[src/rtl/y86_pkg.sv]
// y86_pkg: shared Y86-64 status codes, icodes, register IDs and write-back FSM states
package y86_pkg;
  localparam logic [2:0] SBUB = 3'd0;
  localparam logic [2:0] SAOK = 3'd1;
  localparam logic [2:0] SHLT = 3'd2;
  localparam logic [2:0] SADR = 3'd3;
  localparam logic [2:0] SINS = 3'd4;
  localparam logic [3:0] IHALT   = 4'h0;
  localparam logic [3:0] INOP    = 4'h1;
  localparam logic [3:0] IRRMOVQ = 4'h2;
  localparam logic [3:0] IIRMOVQ = 4'h3;
  localparam logic [3:0] IRMMOVQ = 4'h4;
  localparam logic [3:0] IMRMOVQ = 4'h5;
  localparam logic [3:0] IOPQ    = 4'h6;
  localparam logic [3:0] IJXX    = 4'h7;
  localparam logic [3:0] ICALL   = 4'h8;
  localparam logic [3:0] IRET    = 4'h9;
  localparam logic [3:0] IPUSHQ  = 4'hA;
  localparam logic [3:0] IPOPQ   = 4'hB;
  localparam logic [3:0] RNONE   = 4'hF;
  typedef enum logic {ST_RUN, ST_STOPPED} wb_state_t;
  function automatic logic stop_code(input logic [2:0] s);
    return s == SHLT || s == SADR || s == SINS;
  endfunction
endpackage

[src/rtl/stage_reg.sv]
// stage_reg: enabled pipeline register with synchronous bubble load (ports: clk, rst, en, bubble, d, q)
module stage_reg #(
  parameter int W = 1,
  parameter logic [W-1:0] BUB = '0
) (
  input  logic         clk,
  input  logic         rst,
  input  logic         en,
  input  logic         bubble,
  input  logic [W-1:0] d,
  output logic [W-1:0] q
);
  always_ff @(posedge clk)
    q <= (rst || (en && bubble)) ? BUB : en ? d : q;
endmodule

[src/rtl/writeback_stage.sv]
// writeback_stage: Y86-64 M->W pipeline register, regfile write masking, status and RUN/STOPPED FSM; inputs Clk/Reset/W_stall/W_bubble/M fields, outputs W fields, rf_dst*, Stat, halted, retire_cnt (counter only with WB_RETIRE_CNT_EN)
module writeback_stage
  import y86_pkg::*;
#(
  parameter int DATA_W = 64,
  parameter int REG_W  = 4
) (
  input  logic              Clk,
  input  logic              Reset,
  input  logic              W_stall,
  input  logic              W_bubble,
  input  logic [2:0]        m_stat,
  input  logic [3:0]        M_icode,
  input  logic [REG_W-1:0]  M_dstE,
  input  logic [REG_W-1:0]  M_dstM,
  input  logic [DATA_W-1:0] M_valE,
  input  logic [DATA_W-1:0] m_valM,
  output logic [3:0]        W_icode,
  output logic [2:0]        W_stat,
  output logic [DATA_W-1:0] W_valE,
  output logic [DATA_W-1:0] W_valM,
  output logic [REG_W-1:0]  W_dstE,
  output logic [REG_W-1:0]  W_dstM,
  output logic [REG_W-1:0]  rf_dstE,
  output logic [REG_W-1:0]  rf_dstM,
  output logic [2:0]        Stat,
  output logic              halted,
  output logic [63:0]       retire_cnt
);
  localparam logic [REG_W-1:0] R_NONE = {REG_W{1'b1}};
  wb_state_t state, state_nx;
  logic en, run_ok;
  // a stopping code sitting in W freezes the register so Stat keeps it while the FSM stops
  assign en = state == ST_RUN && !stop_code(W_stat) && !W_stall;
  stage_reg #(.W(3), .BUB(SBUB)) u_stat (.clk(Clk), .rst(Reset), .en(en), .bubble(W_bubble), .d(m_stat), .q(W_stat));
  stage_reg #(.W(4), .BUB(INOP)) u_icode (.clk(Clk), .rst(Reset), .en(en), .bubble(W_bubble), .d(M_icode), .q(W_icode));
  stage_reg #(.W(REG_W), .BUB(R_NONE)) u_dst_e (.clk(Clk), .rst(Reset), .en(en), .bubble(W_bubble), .d(M_dstE), .q(W_dstE));
  stage_reg #(.W(REG_W), .BUB(R_NONE)) u_dst_m (.clk(Clk), .rst(Reset), .en(en), .bubble(W_bubble), .d(M_dstM), .q(W_dstM));
  stage_reg #(.W(DATA_W), .BUB('0)) u_val_e (.clk(Clk), .rst(Reset), .en(en), .bubble(W_bubble), .d(M_valE), .q(W_valE));
  stage_reg #(.W(DATA_W), .BUB('0)) u_val_m (.clk(Clk), .rst(Reset), .en(en), .bubble(W_bubble), .d(m_valM), .q(W_valM));
  always_ff @(posedge Clk)
    state <= Reset ? ST_RUN : state_nx;
  always_comb
    state_nx = (state == ST_RUN && stop_code(W_stat)) ? ST_STOPPED : state;
  always_comb begin
    halted  = state == ST_STOPPED;
    run_ok  = state == ST_RUN && W_stat == SAOK;
    rf_dstE = run_ok ? W_dstE : R_NONE;
    rf_dstM = run_ok ? W_dstM : R_NONE;
    Stat    = W_stat == SBUB ? SAOK : W_stat;
  end
`ifdef WB_RETIRE_CNT_EN
  logic w_fresh;
  logic [63:0] cnt_q;
  always_ff @(posedge Clk)
    w_fresh <= !Reset && en && !W_bubble;
  always_ff @(posedge Clk)
    cnt_q <= Reset ? 64'd0 : (run_ok && w_fresh) ? cnt_q + 64'd1 : cnt_q;
  assign retire_cnt = cnt_q;
`else
  assign retire_cnt = 64'd0;
`endif
endmodule

[config.mk]
export PLATFORM = sky130hd
export DESIGN_NAME = writeback_stage
export DESIGN_NICKNAME = d
export VERILOG_FILES = /design/src/rtl/y86_pkg.sv /design/src/rtl/stage_reg.sv /design/src/rtl/writeback_stage.sv
export SDC_FILE = /design/constraint.sdc
export NUM_CORES = 1
export LEC_CHECK = 0
export ABC_AREA = 1
export CORE_AREA = 2 2 141 143
export DETAILED_ROUTE_END_ITERATION = 7
export DIE_AREA = 0 0 143 145
export PLACE_DENSITY = 0.69
export SYNTH_ARGS = -nofsm -noshare
export SYNTH_HDL_FRONTEND = slang
export SYNTH_HIERARCHICAL = 1
export SYNTH_SLANG_ARGS = --single-unit
[constraint.sdc]
create_clock -name Clk -period 3.1 [get_ports Clk]
set_input_delay 0.62 -clock Clk [delete_from_list [all_inputs] [get_ports Clk]]
set_output_delay 0.62 -clock Clk [all_outputs]
set_load 0.02 [all_outputs]
==> flow_metrics.env <==
export IMPL_rsz0062_at_grt="false"
export IMPL_p_leak_nw=3.72
export IMPL_antenna_found_initial=0
export IMPL_synth_top_area_share_pct=48.5
export IMPL_yosys_top_cells_area="dfxtp_1 (48%), nand2_1 (20%), a21oi_1 (9.4%)"
export IMPL_timing_rr_end="u_val_m/q[15]"
export IMPL_dieArea_um2=20700
export IMPL_r2r_start="u_stat/q[0]"
export IMPL_synth_top_family_by_area="simple AND/OR/NAND/NOR gates"
export IMPL_status="finished clean"
export IMPL_yosysWarnings=6
export IMPL_fill_cells=1853
export IMPL_worst_slew_pin_slew_ps=1110
export IMPL_h_tree_depth=4
export IMPL_irDropWorstVdd_v=0.000378
export IMPL_fin_crit_ps=2390
export IMPL_finish_instance_area_um2=9390
export IMPL_fmax_mhz=418
export IMPL_gp_congestion=0.798
export IMPL_avgSynthCellArea_um2=7.84
export IMPL_synth_simple_area_share_pct=21.5
export IMPL_synth_compound_area_share_pct=13.2
export IMPL_drt_vias_per_instance=4.20
export IMPL_grt_ovfl_total=0
export IMPL_yosysSeqAreaShare_pct=48.5
export IMPL_die_h_um=145
export IMPL_drive_above_1_share_pct=7.20
export IMPL_slew_limit_headroom_pct=26.3
export IMPL_drt_iter0_markers=264
export IMPL_finalMaxSlewViolations=0
export IMPL_maxCapViolCount=0
export IMPL_cts_root_buf="clkbuf_16"
export IMPL_placed_area_um2=8770
export IMPL_synth_mux_area_share_pct=0
export IMPL_fin_cells=1320
export IMPL_worstPathRequired_ps=2480
export IMPL_cts_hold_buf=0
export IMPL_detail_route_antenna_nets=0
export IMPL_vias=5539
export IMPL_finalCritPeriodShare_pct=77.1
export IMPL_ios=366
export IMPL_hold_viol_final=0
export IMPL_grt_usage_pct=16.5
export IMPL_synth_cells=759
export IMPL_post_cts_buffers=0
export IMPL_drc=0
export IMPL_final_core_util_pct=48.9
export IMPL_routedWlPerCell_um=13.3
export IMPL_cp_start_kind="register"
export IMPL_insertion_delay_ps=410
export IMPL_synth_fa_ha_area_share_pct=0
export IMPL_n_antenna_cell=0
export IMPL_placedCellCount=1289
export IMPL_powerDensity_nw_per_um2=592
export IMPL_clock_path_buffers=2
export IMPL_crit_fanout=12
export IMPL_place_hpwl_um=12400
export IMPL_ys_types=19
export IMPL_rows=51
export IMPL_endpoint="Stat[0]"
export IMPL_wl_um=17500
export IMPL_port_buffers=301
export IMPL_final_nets=1190
export IMPL_synth_xor_area_share_pct=0
export IMPL_initial_utilization_pct=31.0
export IMPL_die_x_um=143
export IMPL_cts_buffers=17
export IMPL_grt_max_degree=71
export IMPL_cts_tree="built"
export IMPL_grt_pass1_vias=5100
export IMPL_cts_resized_gates=0
export IMPL_crit_type="register to output port"
export IMPL_hp_class="register to register"
export IMPL_setup_viol=0
export IMPL_end_kind="output port"
export IMPL_syn_area_um2=5950
export IMPL_clkSlewWorstSetupHoldPaths_ps=60
export IMPL_rrSetupSlack_ps=970
export IMPL_startpoint="u_stat/q[0]"
export IMPL_syn_to_final_growth_pct=57.8
export IMPL_clock_skew_ps=12.7
export IMPL_ys_seq_elements=144
export IMPL_cts_sinks=144
export IMPL_yosysTopAreaCell="dfxtp_1"
export IMPL_finalPower_mw=5.56
export IMPL_setup_tns_ps=0
export IMPL_dr_pass1_iters=5
export IMPL_arrival_ps=1770
export IMPL_grt_pass1_wl_um=27100
export IMPL_rr_worst_depth=7
export IMPL_core_area_um2=19200
## registers in the layout, summed over array words and instances, names as in the netlist
name / flops
u_dst_m/q: 4
u_stat/q: 3
u_icode/q: 4
u_val_e/q: 64
halted: 1
u_dst_e/q: 4
u_val_m/q: 64
## metrics by stage
stage	hold WS (ps)	worst slack (ps)
after floorplan	536	918
after global placement	447	681
after detailed placement	451	659
after CTS	460	675
after global routing	472	569
final	459	709
## routing by layer
layer / up-vias / part of all wire (%) / track usage, %
met5: - / 0 / 0
met4: 0 / 2.6 / 6.58
met3: 31 / 5.8 / 4.29
met2: 203 / 49 / 27.3
met1: 2494 / 42 / 20.4
li1: 2811 / - / -
## power breakdown
part	internal [mW]	switching (mW)	total [mW]
registers	2.00	0.0880	2.09
logic	0.565	0.742	1.31
clock network	1.35	0.808	2.16
total	3.92	1.64	5.56
## kinds of logic (layout without fill, tap and decap cells)
group | after synthesis | count (layout)
other | 1 | 64
AOI/OAI and AO/OA | 138 | 138
DFF | 144 | 144
buffers and inverters | 146 | 379
and+or+nand+nor | 330 | 330
## final cells by class
| class | instances | area, µm² | share of cell area [%] |
|---|---|---|---|
| clock buffer | 19 | 433 | 4.61 |
| timing repair buffer | 307 | 3100 | 33.0 |
| tap | 265 | 332 | 3.53 |
| clock inverter | 12 | 183 | 1.95 |
| sequential | 144 | 2880 | 30.7 |
| multi-input combinational | 532 | 2310 | 24.6 |
| inverter | 41 | 154 | 1.64 |
## cell usage after synthesis
cell      count
clkbuf_1      2
nand2_1     313
nor2_4        1
inv_2        11
dfxtp_1     144
buf_2        12
buf_6         5
inv_1        30
nand3_1       1
nor2_2        1
a21oi_2      25
nand2_2       3
a21oi_1     112
nor2_1        3
clkbuf_8     12
nand4_1       8
o21ai_0       1
buf_4        74
conb_1        1
## cells in the final DEF (no fill, tap or decap)
master	Yosys	final
clkbuf_16	0	17
nor2_4	1	2
buf_4	74	3
a21oi_2	25	25
inv_2	11	11
nand3_1	1	1
nor2_1	3	3
nand2_1	313	313
o21ai_0	1	1
clkinv_2	0	1
clkinvlp_4	0	3
buf_12	0	3
nand2_2	3	3
clkdlybuf4s50_1	0	301
conb_1	1	64
dfxtp_1	144	144
clkbuf_1	2	2
a21oi_1	112	112
nand4_1	8	8
inv_1	30	30
inv_6	0	3
clkinv_4	0	1
bufinv_16	0	4
## how the worst min path moves through the flow
stage | start | slack (ps) | cells after the start | endpoint
3_3_place_gp | u_val_e/q[53] | 450 | 2 | u_val_e/q[53]
5_1_grt | u_val_m/q[60] | 470 | 2 | u_val_m/q[60]
3_5_place_dp | u_val_e/q[61] | 450 | 2 | u_val_e/q[61]
6_report | u_val_e/q[20] | 460 | 2 | u_val_e/q[20]
4_1_cts | u_val_e/q[41] | 460 | 2 | u_val_e/q[41]
2_1_floorplan | u_val_e/q[21] | 540 | 2 | u_val_e/q[21]
## critical path: stages, from the launching register on
cell             delay [ps]
dfxtp_1                 550
inv_1                   100
o21ai_0                  80
clkdlybuf4s50_1         630
(Power assumes the default switching activity.)
